--- config.mk ---
export PLATFORM = sky130hd
export DESIGN_NAME = ysyx_22040125_ifu_fetch
export DESIGN_NICKNAME = d
export VERILOG_FILES = /design/src/rtl/ysyx_22040125_ifu_fetch.sv
export SDC_FILE = /design/constraint.sdc
export NUM_CORES = 1
export LEC_CHECK = 0
export ABC_AREA = 1
export CAP_MARGIN = 40
export CORE_MARGIN = 1.5
export CORE_UTILIZATION = 55
export DETAILED_ROUTE_END_ITERATION = 10
export DONT_BUFFER_PORTS = 1
export GPL_TIMING_DRIVEN = 0
export MAX_ROUTING_LAYER = met4
export PLACE_DENSITY_LB_ADDON = 0.15
export SYNTH_ARGS = -nofsm -noshare
export SYNTH_HDL_FRONTEND = slang
export SYNTH_SLANG_ARGS = --single-unit
--- constraint.sdc ---
create_clock -name clk -period 5.7 [get_ports clk]
set_input_delay 0.855 -clock clk [delete_from_list [all_inputs] [get_ports clk]]
set_output_delay 0.855 -clock clk [all_outputs]
set_load 0.05 [all_outputs]
--- src/rtl/ysyx_22040125_ifu_fetch.sv ---
// Instruction-fetch control: owns the PC, tracks the one-cycle RAM read latency and
// buffers returned {inst, pc} pairs in a small credit-managed FIFO towards decode.
module ysyx_22040125_ifu_fetch #(
   parameter logic [63:0] RESET_PC = 64'h0000_0000_8000_0000,
   parameter int          ADDR_W   = 16,
   parameter int          DEPTH    = 2
) (
   input  logic              clk,
   input  logic              rst,
   output logic [63:0]       cpu_pc,
   output logic [ADDR_W-1:0] addr,
   input  logic [31:0]       inst,
   input  logic [63:0]       if_pc,
   input  logic              redirect_valid,
   input  logic [63:0]       redirect_pc,
   output logic              out_valid,
   input  logic              out_ready,
   output logic [31:0]       out_inst,
   output logic [63:0]       out_pc
);

   localparam int PTR_W = $clog2(DEPTH);
   localparam int CNT_W = $clog2(DEPTH + 1);
   localparam logic [CNT_W:0] DEPTH_C = (CNT_W + 1)'(DEPTH);

   logic [63:0]      pc_q, pc_d;
   logic             inflight_q, inflight_d;
   logic [CNT_W-1:0] count_q, count_d;
   logic [PTR_W-1:0] rd_ptr_q, rd_ptr_d;
   logic [PTR_W-1:0] wr_ptr_q, wr_ptr_d;
   logic [31:0]      mem_inst_q [DEPTH];
   logic [31:0]      mem_inst_d [DEPTH];
   logic [63:0]      mem_pc_q   [DEPTH];
   logic [63:0]      mem_pc_d   [DEPTH];

   logic             pop;
   logic             push;
   logic             issue;
   logic [CNT_W:0]   credit_used;

   assign cpu_pc    = pc_q;
   assign addr      = pc_q[ADDR_W+1:2];
   assign out_valid = (count_q != {CNT_W{1'b0}});
   assign out_inst  = mem_inst_q[rd_ptr_q];
   assign out_pc    = mem_pc_q[rd_ptr_q];

   // Credits count both buffered entries and the fetch still in the RAM pipe.
   always_comb begin
      pop         = out_valid & out_ready;
      push        = inflight_q & ~redirect_valid;
      credit_used = {1'b0, count_q} + {{CNT_W{1'b0}}, inflight_q} - {{CNT_W{1'b0}}, pop};
      issue       = ~rst & ~redirect_valid & (credit_used < DEPTH_C);

      pc_d       = pc_q;
      inflight_d = 1'b0;
      count_d    = count_q;
      rd_ptr_d   = rd_ptr_q;
      wr_ptr_d   = wr_ptr_q;

      if (redirect_valid) begin
         pc_d     = redirect_pc & ~64'h0000_0000_0000_0003;
         count_d  = {CNT_W{1'b0}};
         rd_ptr_d = {PTR_W{1'b0}};
         wr_ptr_d = {PTR_W{1'b0}};
      end else begin
         if (issue) begin
            pc_d = pc_q + 64'd4;
         end else begin
            pc_d = pc_q;
         end
         inflight_d = issue;
         if (push) begin
            wr_ptr_d = wr_ptr_q + PTR_W'(1);
         end else begin
            wr_ptr_d = wr_ptr_q;
         end
         if (pop) begin
            rd_ptr_d = rd_ptr_q + PTR_W'(1);
         end else begin
            rd_ptr_d = rd_ptr_q;
         end
         case ({push, pop})
            2'b10:   count_d = count_q + CNT_W'(1);
            2'b01:   count_d = count_q - CNT_W'(1);
            default: count_d = count_q;
         endcase
      end
   end

   // FIFO storage write port.
   always_comb begin
      mem_inst_d = mem_inst_q;
      mem_pc_d   = mem_pc_q;
      if (push) begin
         mem_inst_d[wr_ptr_q] = inst;
         mem_pc_d[wr_ptr_q]   = if_pc;
      end else begin
         mem_inst_d[wr_ptr_q] = mem_inst_q[wr_ptr_q];
         mem_pc_d[wr_ptr_q]   = mem_pc_q[wr_ptr_q];
      end
   end

   // Control state register.
   always_ff @(posedge clk) begin
      if (rst) begin
         pc_q       <= RESET_PC;
         inflight_q <= 1'b0;
         count_q    <= {CNT_W{1'b0}};
         rd_ptr_q   <= {PTR_W{1'b0}};
         wr_ptr_q   <= {PTR_W{1'b0}};
      end else begin
         pc_q       <= pc_d;
         inflight_q <= inflight_d;
         count_q    <= count_d;
         rd_ptr_q   <= rd_ptr_d;
         wr_ptr_q   <= wr_ptr_d;
      end
   end

   // Payload storage needs no reset: count gates its visibility.
   always_ff @(posedge clk) begin
      mem_inst_q <= mem_inst_d;
      mem_pc_q   <= mem_pc_d;
   end

endmodule

* After elaboration in Yosys (flattened, before gate mapping) *
Cells that the tools add are included.

operators by class
  reduce and logical (&&, ||, !) cells = 5
  add/subtract/negate cells = 7
  multiplexer cells = 25
  eq/ne operators = 2
  order comparisons = 4
  bitwise operators = 8

operator list
  operator                 count
  $mux W64                 10
  $bwmux W128              2
  $mux W32                 7
  $bwmux W64               2
  $mux W128                1
  $add A64 B3 Y64 const B  1
  $demux W64 S1            1
  $demux W32 S1            1
  $reduce_bool A2 Y1       3
  $and A1 B1 Y1            4
  $ge A2 B2 Y1 const B     2
  $not A1 Y2               2
  $pmux W2 S2              1
  $add A2 B1 Y3            1
  $lt A3 B2 Y1 const B     1
  $sub A3 B1 Y3            1
  $add A1 B1 Y1 const B    2
  $add A2 B1 Y2 const B    1
  $eq A2 B1 Y1 const B     1
  $eq A2 B2 Y1 const B     1
  $lt A2 B1 Y1 const B     1
  $not A1 Y1               2
  $reduce_or A2 Y1         1
  $sub A2 B1 Y2 const B    1
  $logic_and A1 B1 Y1      1

storage, ports and cells
  output and inout bits = 177
  flip-flop bits (word level) = 261

* Longest topological paths before layout *
Gate-level depths: netlist of run 1.

  word-level depth = 7
  gate-level depth with buffers = 17

* Least setup slack after synthesis of run 1 *
Ideal clock, no wire load.

  kind = reg2reg
  start point = register wr_ptr_q
  end point = register mem_inst_q[32] in the netlist's numbering (enable)
  slack = 423 ps
  arrival = 4778 ps
  data required time = 5202 ps
  cell stages (with the launch flop) = 4
  setup time = 498 ps
  path buffers = 2
  cells stage by stage = dfxtp_1 > buf_2 > inv_2 > clkbuf_1

on the way
  cells in the longest elaborated chain, start to end = 7
  elaborated cells on any way between the ends = 12
  those cells by class = order compare: 2; mux: 8; bitwise: 1; reduce/logical: 1

ends and longest elaborated chain
  element                                                             RTL line  text
  start, declared                                                     30        logic [PTR_W-1:0] wr_ptr_q, wr_ptr_d;
  start signal, assigned                                              110       wr_ptr_q <= {PTR_W{1'b0}};
  start signal, assigned                                              116       wr_ptr_q <= wr_ptr_d;
  $not A1 Y2 (implied by the code) *                                  95, 98
  $ge A2 B2 Y1 (implied by the code) or $lt A2 B1 Y1 (tied branches)  95, 98
  $logic_and A1 B1 Y1 (implied by the code)                           95, 98
  $mux W32 (implied by the code)                                      95, 98
  $demux W32 S1                                                       95, 98
  $bwmux W64, on equally long branches                                98, 95
  $mux W64 *                                                          94        if (push) begin
  end signal, assigned                                                122       mem_inst_q <= mem_inst_d;
  end, declared                                                       31        logic [31:0] mem_inst_q [DEPTH];

Every way passes the cells marked *; elsewhere a longest branch is shown, timed or not. The select of a mux whose other input is x is not followed.
A chain may end at the register's enable or synchronous reset.

* Worst setup path in the final report of run 1 *
  start point = register rd_ptr_q
  end point = output port out_pc[39]

on the way
  cells in the longest elaborated chain, start to end = 4

ends and longest elaborated chain
  element                                       RTL line  text
  start, declared                               29        logic [PTR_W-1:0] rd_ptr_q, rd_ptr_d;
  start signal, assigned                        109       rd_ptr_q <= {PTR_W{1'b0}};
  start signal, assigned                        115       rd_ptr_q <= rd_ptr_d;
  $not A1 Y2 (implied by the code)              45        assign out_pc = mem_pc_q[rd_ptr_q];
  $mux W64 (implied by the code) (3 in series)  45
  end, declared                                 19        output logic [63:0] out_pc

Every way passes these cells. The select of a mux whose other input is x is not followed.

==> metrics, run 1 <==
outcome=completed; FP Rows=59; startpoint types=register; critical path, cell by cell=clkbuf_1 -> inv_2 -> clkbuf_1 -> clkbuf_1 -> nand2_1 -> nand2_1; final wirelength=45,500 um; hpwl dp=33,200 um; drt pass-1 iters=7; Routability Congestion=around 1.0; layout cell share with drive strength beyond 1=0.0790; Hold Path Depth=2; placed inst area=15,000 sq um; DIE HEIGHT=165 um; HP Class=in -> reg; async set or reset register ratio after synthesis=0; Peak VDD IR=0.337 mV; Yosys reg bits=259; Core Box Area=approximately 26,000 sq um; commonest non-fill, non-tap cell in the layout=nand2_1; Worst path max stage delay=530 ps; fin crit share=0.643; grt total ovfl=0; Req. time, crit path=4850 ps; Nets=between 2k and 2.5k; final setup vio count=0; Worst-Skew Late Latency=550 ps; post-CTS setup repair buffer count=0; Hold Buf Count CTS=0; fin area=15,900 sq um; Tot GR Track Use=0.334; Final Instance Count excl. Fillers=between 2k and 2.5k; CTS Root Cell=clkbuf_16; die area=27,300 sq um; Final TNS setup=0 ps; post_cts resized=0; CP max stage cell=clkbuf_1; DRT iter0 DRCs=1,255; placed insts=2,280; DR vias=between 10k and 15k; Syn Area/Cell=7.45 sq um; YS warnings=0; crit end category=primary output; vias in the first global route=approximately 12k; IO Count=341; final max-slew violation count=0; LEAKAGE=0.00665 uW; Synth cell types=33; Num CTS Buffers=29; CTS tree=done; vias per cell=between 5 and 6; total DRC errors in the routed layout=0; Tmin final=3660 ps; effective utilization at floorplan=0.558; most frequent cells in the layout=nand2_1 (851), a21oi_1 (243), edfxtp_1 (192), inv_1 (132), nor2_1 (104); hold_ws=478 ps; multi-input logic area=6260 sq um; global-route wire length before repair=67,600 um; Max Freq=0.273 GHz; antenna violations before repair=2; Clock Skew=~13 ps; Tightest Pin Transition=806 ps; Clock Pin Slew Worst Setup and Hold Paths=~60 ps; largest net degree at the start of global routing=64; TritonCTS Sinks=259; Synth Instances=1,941; CTS H-tree lvls=1; post-synth top area cell=edfxtp_1; ANT nets after route=0; Area Growth Syn to Fin=9.88%; largest cells by area after synthesis=edfxtp_1 (40%), nand2_1 (22%), dfxtp_1 (9.3%); Seq/Total Area, Yosys=0.492; Max-Cap Viols=0; Die Width=165 um; CP most frequent cell=clkbuf_1; critical path data arrival time=around 2800 ps; crit-path max FO=10; Primary FF master, synth=edfxtp_1; routed len/inst=19.5 um; relative slew slack=0.463; Fillers=about 2.4k; Seq. cell area=roughly 7100 sq um; clk buf depth=3; final hold violation count=0; Post-synth EDFFs=192; RSZ-0062 raised after global routing=no; Core Util, Final=0.613; kind of critical path=reg -> out; IO Port Bufs=0; worst reg-to-reg path cell count=16; mapped cell area=14,500 sq um; Power Density=between 300 and 400 nW/um^2; Synth top area share=0.399
-- kinds of logic (layout without fill, tap and decap cells) --
logic type                 Yosys count  in the layout  synth area share
buffers and inverters              255            312            0.0756
adders and majority gates            4              4           0.00398
other                                1              4          0.000259
xor gates and xnor gates            20             20            0.0121
DFF                                259            259             0.492
AOI/OAI and AO/OA                  330            330             0.117
and+or+nand+nor                   1072           1072             0.300
-- critical path: cells and delay by family, from the launching register on --
kind                   cells  cell delay, ps
buffers and inverters      4            1460
flip-flops                 1             300
AND/OR/NAND/NOR            2             500
-- where the power goes --
part	switching (uW)	internal (uW)
Combinational	995	224
Sequential	242	2260
Clock	769	1050
Total	2010	3540
-- state kept, by name, summed over array words and instances, names as in the netlist --
register / count
mem_inst_q: 64
wr_ptr_q: 1
rd_ptr_q: 1
cpu_pc: 62
count_q: 2
inflight_q: 1
mem_pc_q: 128
-- per-layer routing --
| metal | wire [um] | GRT usage |
|---|---|---|
| met5 | 0 | - |
| met4 | 1360 | 0.103 |
| met3 | 4440 | 0.0744 |
| met2 | 21500 | 0.542 |
| met1 | 18200 | 0.417 |
-- Yosys cell counts (5+ instances only) --
master    instances
buf_2            30
a21oi_1         243
inv_2             7
nand2_1         851
o21ai_1          14
edfxtp_1        192
nor2_2           15
xor2_1           14
nor2_4            5
a31oi_1          12
nor2_1          104
inv_1           132
nand2_2          14
xnor2_1           6
dfxtp_1          67
nand2_4           6
nand3_1          64
nand4_1           6
clkbuf_1         57
buf_4            26
o21ai_0          55
-- worst paths after layout --
path,from,endpoint,slack (ps)
hold / removal,redirect_pc[4],cpu_pc[4],480
setup reg to reg,count_q[1],cpu_pc[36],2300
hold reg to reg,count_q[0],count_q[0],520
setup / recovery,rd_ptr_q,out_pc[39],2040
-- cell type report --
cell class,instances,area share
Antenna cell,2,0.000315
Buffer,116,0.0362
Clock buffer,43,0.0525
Clock inverter,11,0.00528
Inverter,139,0.0329
Multi-Input combinational cell,1428,0.394
Sequential cell,259,0.448
Tap cell,335,0.0264
Timing Repair Buffer,3,0.00473
-- metrics by stage --
stage	setup WS [ps]	power, uW
after detailed placement	2330	3750
after global placement	-2290	3730
after CTS	2010	5560
final	2040	5550
after floorplan	423	3550
after global routing	1830	5760
(Power assumes the default switching activity.)
==> run 2: changes to the inputs <==
Clock period 5.7 ns to 3.3 ns, I/O delays scaled along.
==> run 2 against run 1 <==
Clock power increased by 71%. First-iteration DRC count grew 20%. Hold slack worse by 370 ps. Clock skew increased by 9.4 ps. Sequential cell count did not move. Register-to-register slack worse by 2000 ps. Critical endpoint is now out_pc[46]. Largest cell class unchanged. Total power increased by 72%.
==> metrics, run 2 (same netlist as run 1, synthesis figures left out) <==
outcome=completed (unchanged); Req. time, crit path=2800 ps (was 4850 ps); Core Box Area=25,900 sq um (unchanged); FP Rows=59 (unchanged); fin crit share=0.933; effective utilization at floorplan=0.558 (unchanged); Clock Pin Slew Worst Setup and Hold Paths=60 ps (about the same); DIE HEIGHT=165 um (unchanged); crit end category=primary output (unchanged); most frequent cells in the layout=nand2_1 (850), a21oi_1 (243), edfxtp_1 (192), inv_1 (132), nor2_1 (104) (was nand2_1 (851), a21oi_1 (243), edfxtp_1 (192), inv_1 (132), nor2_1 (104)); Clock Skew=22.2 ps (was 12.8 ps); relative slew slack=0.402 (was 0.463); DR top layer=met4 (unchanged); hold_ws=110 ps (was 478 ps); IO Count=341 (unchanged); Die Width=165 um (unchanged); placed insts=2,278 (was 2,280); Peak VDD IR=0.377 mV (was 0.337 mV); TritonCTS Sinks=259 (unchanged); Hold Buf Count CTS=0 (unchanged); final setup vio count=0 (unchanged); CTS H-tree lvls=1 (unchanged); final wirelength=46,300 um (was 45,500 um); final hold violation count=0 (unchanged); grt total ovfl=0 (unchanged); RSZ-0062 raised after global routing=no (unchanged); Num CTS Buffers=29 (unchanged); CTS tree=done (unchanged); hpwl dp=33,500 um (was 33,200 um); Power Density=603 nW/um^2 (was 349 nW/um^2); die area=27,300 sq um (unchanged); DRT iter0 DRCs=1,505 (was 1,255); met3 WL post-DR=4850 um (was 4440 um); global-route wire length before repair=69,000 um (was 67,600 um); critical path data arrival time=2580 ps (was 2810 ps); Tmin final=between 3000 and 4000 ps; clk buf depth=3 (unchanged); crit-path max FO=10 (unchanged); largest net degree at the start of global routing=106 (was 64); Routability Congestion=1.00 (was 1.02); Max-Cap Viols=0 (unchanged); Max Freq=0.325 GHz; total DRC errors in the routed layout=0 (unchanged); Final TNS setup=0 ps (unchanged); IO Port Bufs=0 (unchanged); commonest non-fill, non-tap cell in the layout=nand2_1 (unchanged); placed inst area=14,900 sq um (was 15,000 sq um); Most flops, register=mem_pc_q (unchanged); Largest register FFs=128 (unchanged); Nets=2,141 (was 2,144); Area Growth Syn to Fin=9.59% (was 9.88%); Final Instance Count excl. Fillers=2,332 (was 2,336); Met2 Wirelength=21,400 um (was 21,500 um); Tightest Pin Transition=897 ps (was 806 ps); pre-CTS WS=-92.3 ps (was 2330 ps); CTS Root Cell=clkbuf_16 (unchanged); final worst slack=222 ps (was 2040 ps); WL met1=18,300 um (was 18,200 um); vias in the first global route=12.3k (was 12.1k); layout cell share with drive strength beyond 1=0.0783 (was 0.0790); Worst-Skew Late Latency=550 ps (about the same); LEAKAGE=0.00662 uW (was 0.00665 uW); ANT nets after route=0 (unchanged); kind of critical path=reg -> out (unchanged); startpoint types=register (unchanged); Tot GR Track Use=0.341 (was 0.334); drt pass-1 iters=5 (was 7); DR vias=13.3k (was 13.1k); fin area=15,800 sq um (was 15,900 sq um); routed len/inst=19.9 um (was 19.5 um); vias per cell=5.68 (was 5.61); antenna violations before repair=3 (was 2); HP Class=in -> reg (unchanged); final max-slew violation count=0 (unchanged)
[run 2: cell count changes in the layout (fill, tap and decap cells not counted), sizes merged]
cell,change
inv,-1
diode,+2
clkinv,+3
clkbuf,-7
buf,-1
[run 2: critical path, cell delays in order, from the launching register on]
cell and delay, ps:
dfxtp_1 310, clkbuf_1 360, clkbuf_2 360, buf_1 460
nand2_1 140, nand2_1 390
[run 2: final timing paths]
check | start | to | slack, ps | cells past startpoint
worst max-delay path | rd_ptr_q | out_pc[46] | 220 | 5
worst min-delay path | redirect_pc[2] | cpu_pc[2] | 110 | 2
worst max register to register | count_q[0] | cpu_pc[50] | 320 | 16
worst min register to register | count_q[0] | count_q[0] | 520 | 1
[run 2: what timing repair did]
item / in CTS / in global routing
buffers inserted: 0 / 0
endpoints found under the setup margin: 41 / 95
pin swaps: 0 / 0
gates resized for setup: 1 / 8
[run 2: per-layer routing]
layer  vias to the layer above  global-route usage
met5                         -                   -
met4                         0               0.129
met3                        94              0.0769
met2                       625               0.528
met1                      6202               0.437
li1                       6332                   -
[run 2: power breakdown]
group          internal (uW)  switching, uW  total [uW]
Sequential              3910            418        4330
Clock                   1790           1330        3120
Combinational            386           1720        2110
Total                   6080           3470        9560
[run 2: layout make-up]
| class | count | area (sq um) |
|---|---|---|
| inverter | 139 | 522 |
| fill | 2417 | 10100 |
| timing repair buffer | 1 | 27.5 |
| antenna | 4 | 10.0 |
| tap | 335 | 419 |
| buffer | 115 | 581 |
| multi-input combinational | 1428 | 6270 |
| clock buffer | 38 | 811 |
| clock inverter | 13 | 87.6 |
| sequential | 259 | 7110 |
[run 2: through the flow]
step,total power (uW),util
after global placement,6430,0.574
after floorplan,6130,-
after global routing,9890,0.611
after CTS,9550,0.611
after detailed placement,6480,0.576
final,9560,0.611
==> run 3: changes to the inputs <==
Settings changed: CORE_UTILIZATION 55 to 32.
==> run 3 against run 2 <==
Hold slack worse by 31 ps. Largest cell class unchanged. Register-to-register slack got worse by 80 ps. Critical path depth up 11. Clock power is 6.4% higher. Maximum frequency increased by 0.53%. Routed wire length is 14% higher. Non-clock buffer count rose by 1.
==> metrics, run 3 (same netlist as run 1, synthesis figures left out) <==
final max-slew violation count=0 (unchanged); Hold Crit Endpoint=cpu_pc[2] (unchanged); Power Total=9800 uW (was 9560 uW); antenna violations before repair=1 (was 3); RR Endpoint=cpu_pc[50] (unchanged); largest net degree at the start of global routing=72 (was 106); Tot GR Track Use=0.228 (was 0.341); CP most frequent cell=inv_1 (was nand2_1); HP Class=in -> reg (unchanged); critical path data arrival time=3550 ps (was 2580 ps); Power Density=603 nW/um^2 (about the same); Hold Startpoint=redirect_pc[2] (unchanged); Nets=2,144 (was 2,141); layout cell share with drive strength beyond 1=0.0825 (was 0.0783); outcome=completed (unchanged); CTS H-tree lvls=1 (unchanged); placed insts=2,536 (was 2,278); crit end category=register (was primary output); vias per cell=5.05 (was 5.68); Tightest Pin Transition=835 ps (was 897 ps); TritonCTS Sinks=259 (unchanged); drt pass-1 iters=7 (was 5); Peak VDD IR=0.414 mV (was 0.377 mV); worst reg-to-reg path cell count=16 (unchanged); Largest register FFs=128 (unchanged); Clock Skew=15.6 ps (was 22.2 ps); Int Pwr=6180 uW (was 6080 uW); hold_ws=79.6 ps (was 110 ps); RSZ-0062 raised after global routing=no (unchanged); Switching Fraction=0.369 (was 0.363); DRT iter0 DRCs=1,145 (was 1,505); Net Switching=3620 uW (was 3470 uW); final hold violation count=0 (unchanged); Routability Congestion=0.900 (was 1.00); final wirelength=52,700 um (was 46,300 um); hpwl dp=38,400 um (was 33,500 um); FP Rows=77 (was 59); startpoint types=register (unchanged); total DRC errors in the routed layout=0 (unchanged); Worst path max stage delay=480 ps (was 460 ps); fin crit share=0.928 (was 0.933); Die Width=216 um (was 165 um); Clk pwr share=0.339 (was 0.327); Num CTS Buffers=31 (was 29); DIE HEIGHT=216 um (was 165 um); final setup vio count=0 (unchanged); effective utilization at floorplan=0.325 (was 0.558); routed len/inst=20.3 um (was 19.9 um); relative slew slack=0.443 (was 0.402); vias in the first global route=12.7k (was 12.3k); combinational share of power=0.220 (was 0.221); Tmin final=3060 ps (was 3080 ps); die area=46,500 sq um (was 27,300 sq um); IO Port Bufs=0 (unchanged); post-CTS setup repair buffer count=0 (unchanged); Req. time, crit path=3790 ps (was 2800 ps); Crit Reg-Reg Startpoint=count_q[1] (was count_q[0]); kind of critical path=reg -> reg (was reg -> out); Core Box Area=44,400 sq um (was 25,900 sq um); DR vias=13.1k (was 13.3k); Hold Path Depth=2 (unchanged); clk buf depth=3 (unchanged); LEAKAGE=0.00668 uW (was 0.00662 uW); grt total ovfl=0 (unchanged); CTS Root Cell=clkbuf_16 (unchanged); Max Freq=0.327 GHz (was 0.325 GHz); CP max stage cell=fa_1 (was buf_1); most frequent cells in the layout=nand2_1 (849), a21oi_1 (243), edfxtp_1 (192), inv_1 (132), nor2_1 (104) (was nand2_1 (850), a21oi_1 (243), edfxtp_1 (192), inv_1 (132), nor2_1 (104)); sequential power share=0.442 (was 0.453); ANT nets after route=0 (unchanged); Hold Buf Count CTS=0 (unchanged); R2R Setup Slk=240 ps (was 320 ps); Clock Pin Slew Worst Setup and Hold Paths=60 ps (about the same); global-route wire length before repair=79,400 um (was 69,000 um); Worst-Skew Late Latency=580 ps (was 550 ps); commonest non-fill, non-tap cell in the layout=nand2_1 (unchanged); IO Count=341 (unchanged); Final Instance Count excl. Fillers=2,594 (was 2,332); Most flops, register=mem_pc_q (unchanged); Area Growth Syn to Fin=12.4% (was 9.59%); Max-Cap Viols=0 (unchanged); CTS tree=done (unchanged); critical path, cell by cell=inv_1 -> nand2_4 -> nand2_1 -> inv_1 -> ha_1 -> inv_1 -> nand2_1 -> fa_1 -> inv_1 -> nor2_1 -> nand2_4 -> inv_2 -> buf_4 -> buf_4 -> nand3_1 -> a21oi_1 (was clkbuf_1 -> clkbuf_2 -> buf_1 -> nand2_1 -> nand2_1); crit-path max FO=10 (unchanged)
[run 3: cell types whose count changed in the layout (fill, tap and decap cells not counted), sizes merged]
cell	change
bufinv	+1
clkbuf	+7
buf	-4
diode	-3
clkinv	+4
[run 3: per-stage QoR]
step	util	setup TNS (ps)	setup slack [ps]	instance area (sq um)
after floorplan	-	0	368	14500
after global placement	0.342	-136320	-1280	15200
after detailed placement	0.344	-3280	-124	15300
after CTS	0.365	0	21.4	16200
after global routing	0.366	0	58.0	16200
final	0.366	0	238	16200
[run 3: area by class of cell]
class                   instances  area, sq um
inverters                     139          522
well taps                     592          741
plain buffers                 115          588
clock inverters                18          146
fillers                      4746        28200
flip-flops and latches        259         7110
repair buffers                  2         55.1
diodes                          1         2.50
multi-input cells            1428         6270
clock buffers                  40          810
[run 3: timing repair]
action / 4_1_cts / 5_1_grt
endpoints found under the setup margin: 94 / 83
gates cloned: 0 / 0
resized for setup: 3 / 10
[run 3: power by group through the flow]
stage	Clock, uW	Combinational (uW)	Sequential [uW]
floorplan	0	1820	4310
global placement	0	2120	4390
detailed placement	0	2150	4390
CTS	3410	2160	4320
global route	3540	2300	4380
finish	3320	2150	4330
[run 3: worst max path at each step]
| stage | slack, ps | from | depth (start not counted) | endpoint |
|---|---|---|---|---|
| floorplan | 370 | wr_ptr_q | 3 | mem_inst_q[32] |
| global placement | -1280 | wr_ptr_q | 3 | mem_inst_q[62] |
| detailed placement | -120 | count_q[1] | 16 | cpu_pc[55] |
| CTS | 20 | rd_ptr_q | 5 | out_pc[59] |
| global route | 60 | count_q[1] | 16 | cpu_pc[57] |
| finish | 240 | count_q[1] | 16 | cpu_pc[50] |
[run 3: worst max-delay path: cells and delay by family, from the launching register on]
| family | cells | cell delay, ps |
|---|---|---|
| fa+ha+maj | 2 | 710 |
| simple gates | 6 | 790 |
| flops | 1 | 410 |
| buf+inv | 7 | 900 |
| compound gates | 1 | 130 |
[run 3: layer usage]
| layer | GRT usage | wire [um] | vias to the layer above |
|---|---|---|---|
| met3 | 0.0395 | 3470 | 84 |
| met5 | - | 0 | - |
| met2 | 0.378 | 25700 | 460 |
| met4 | 0.0697 | 1510 | 0 |
| met1 | 0.283 | 22000 | 6213 |
| li1 | - | - | 6346 |
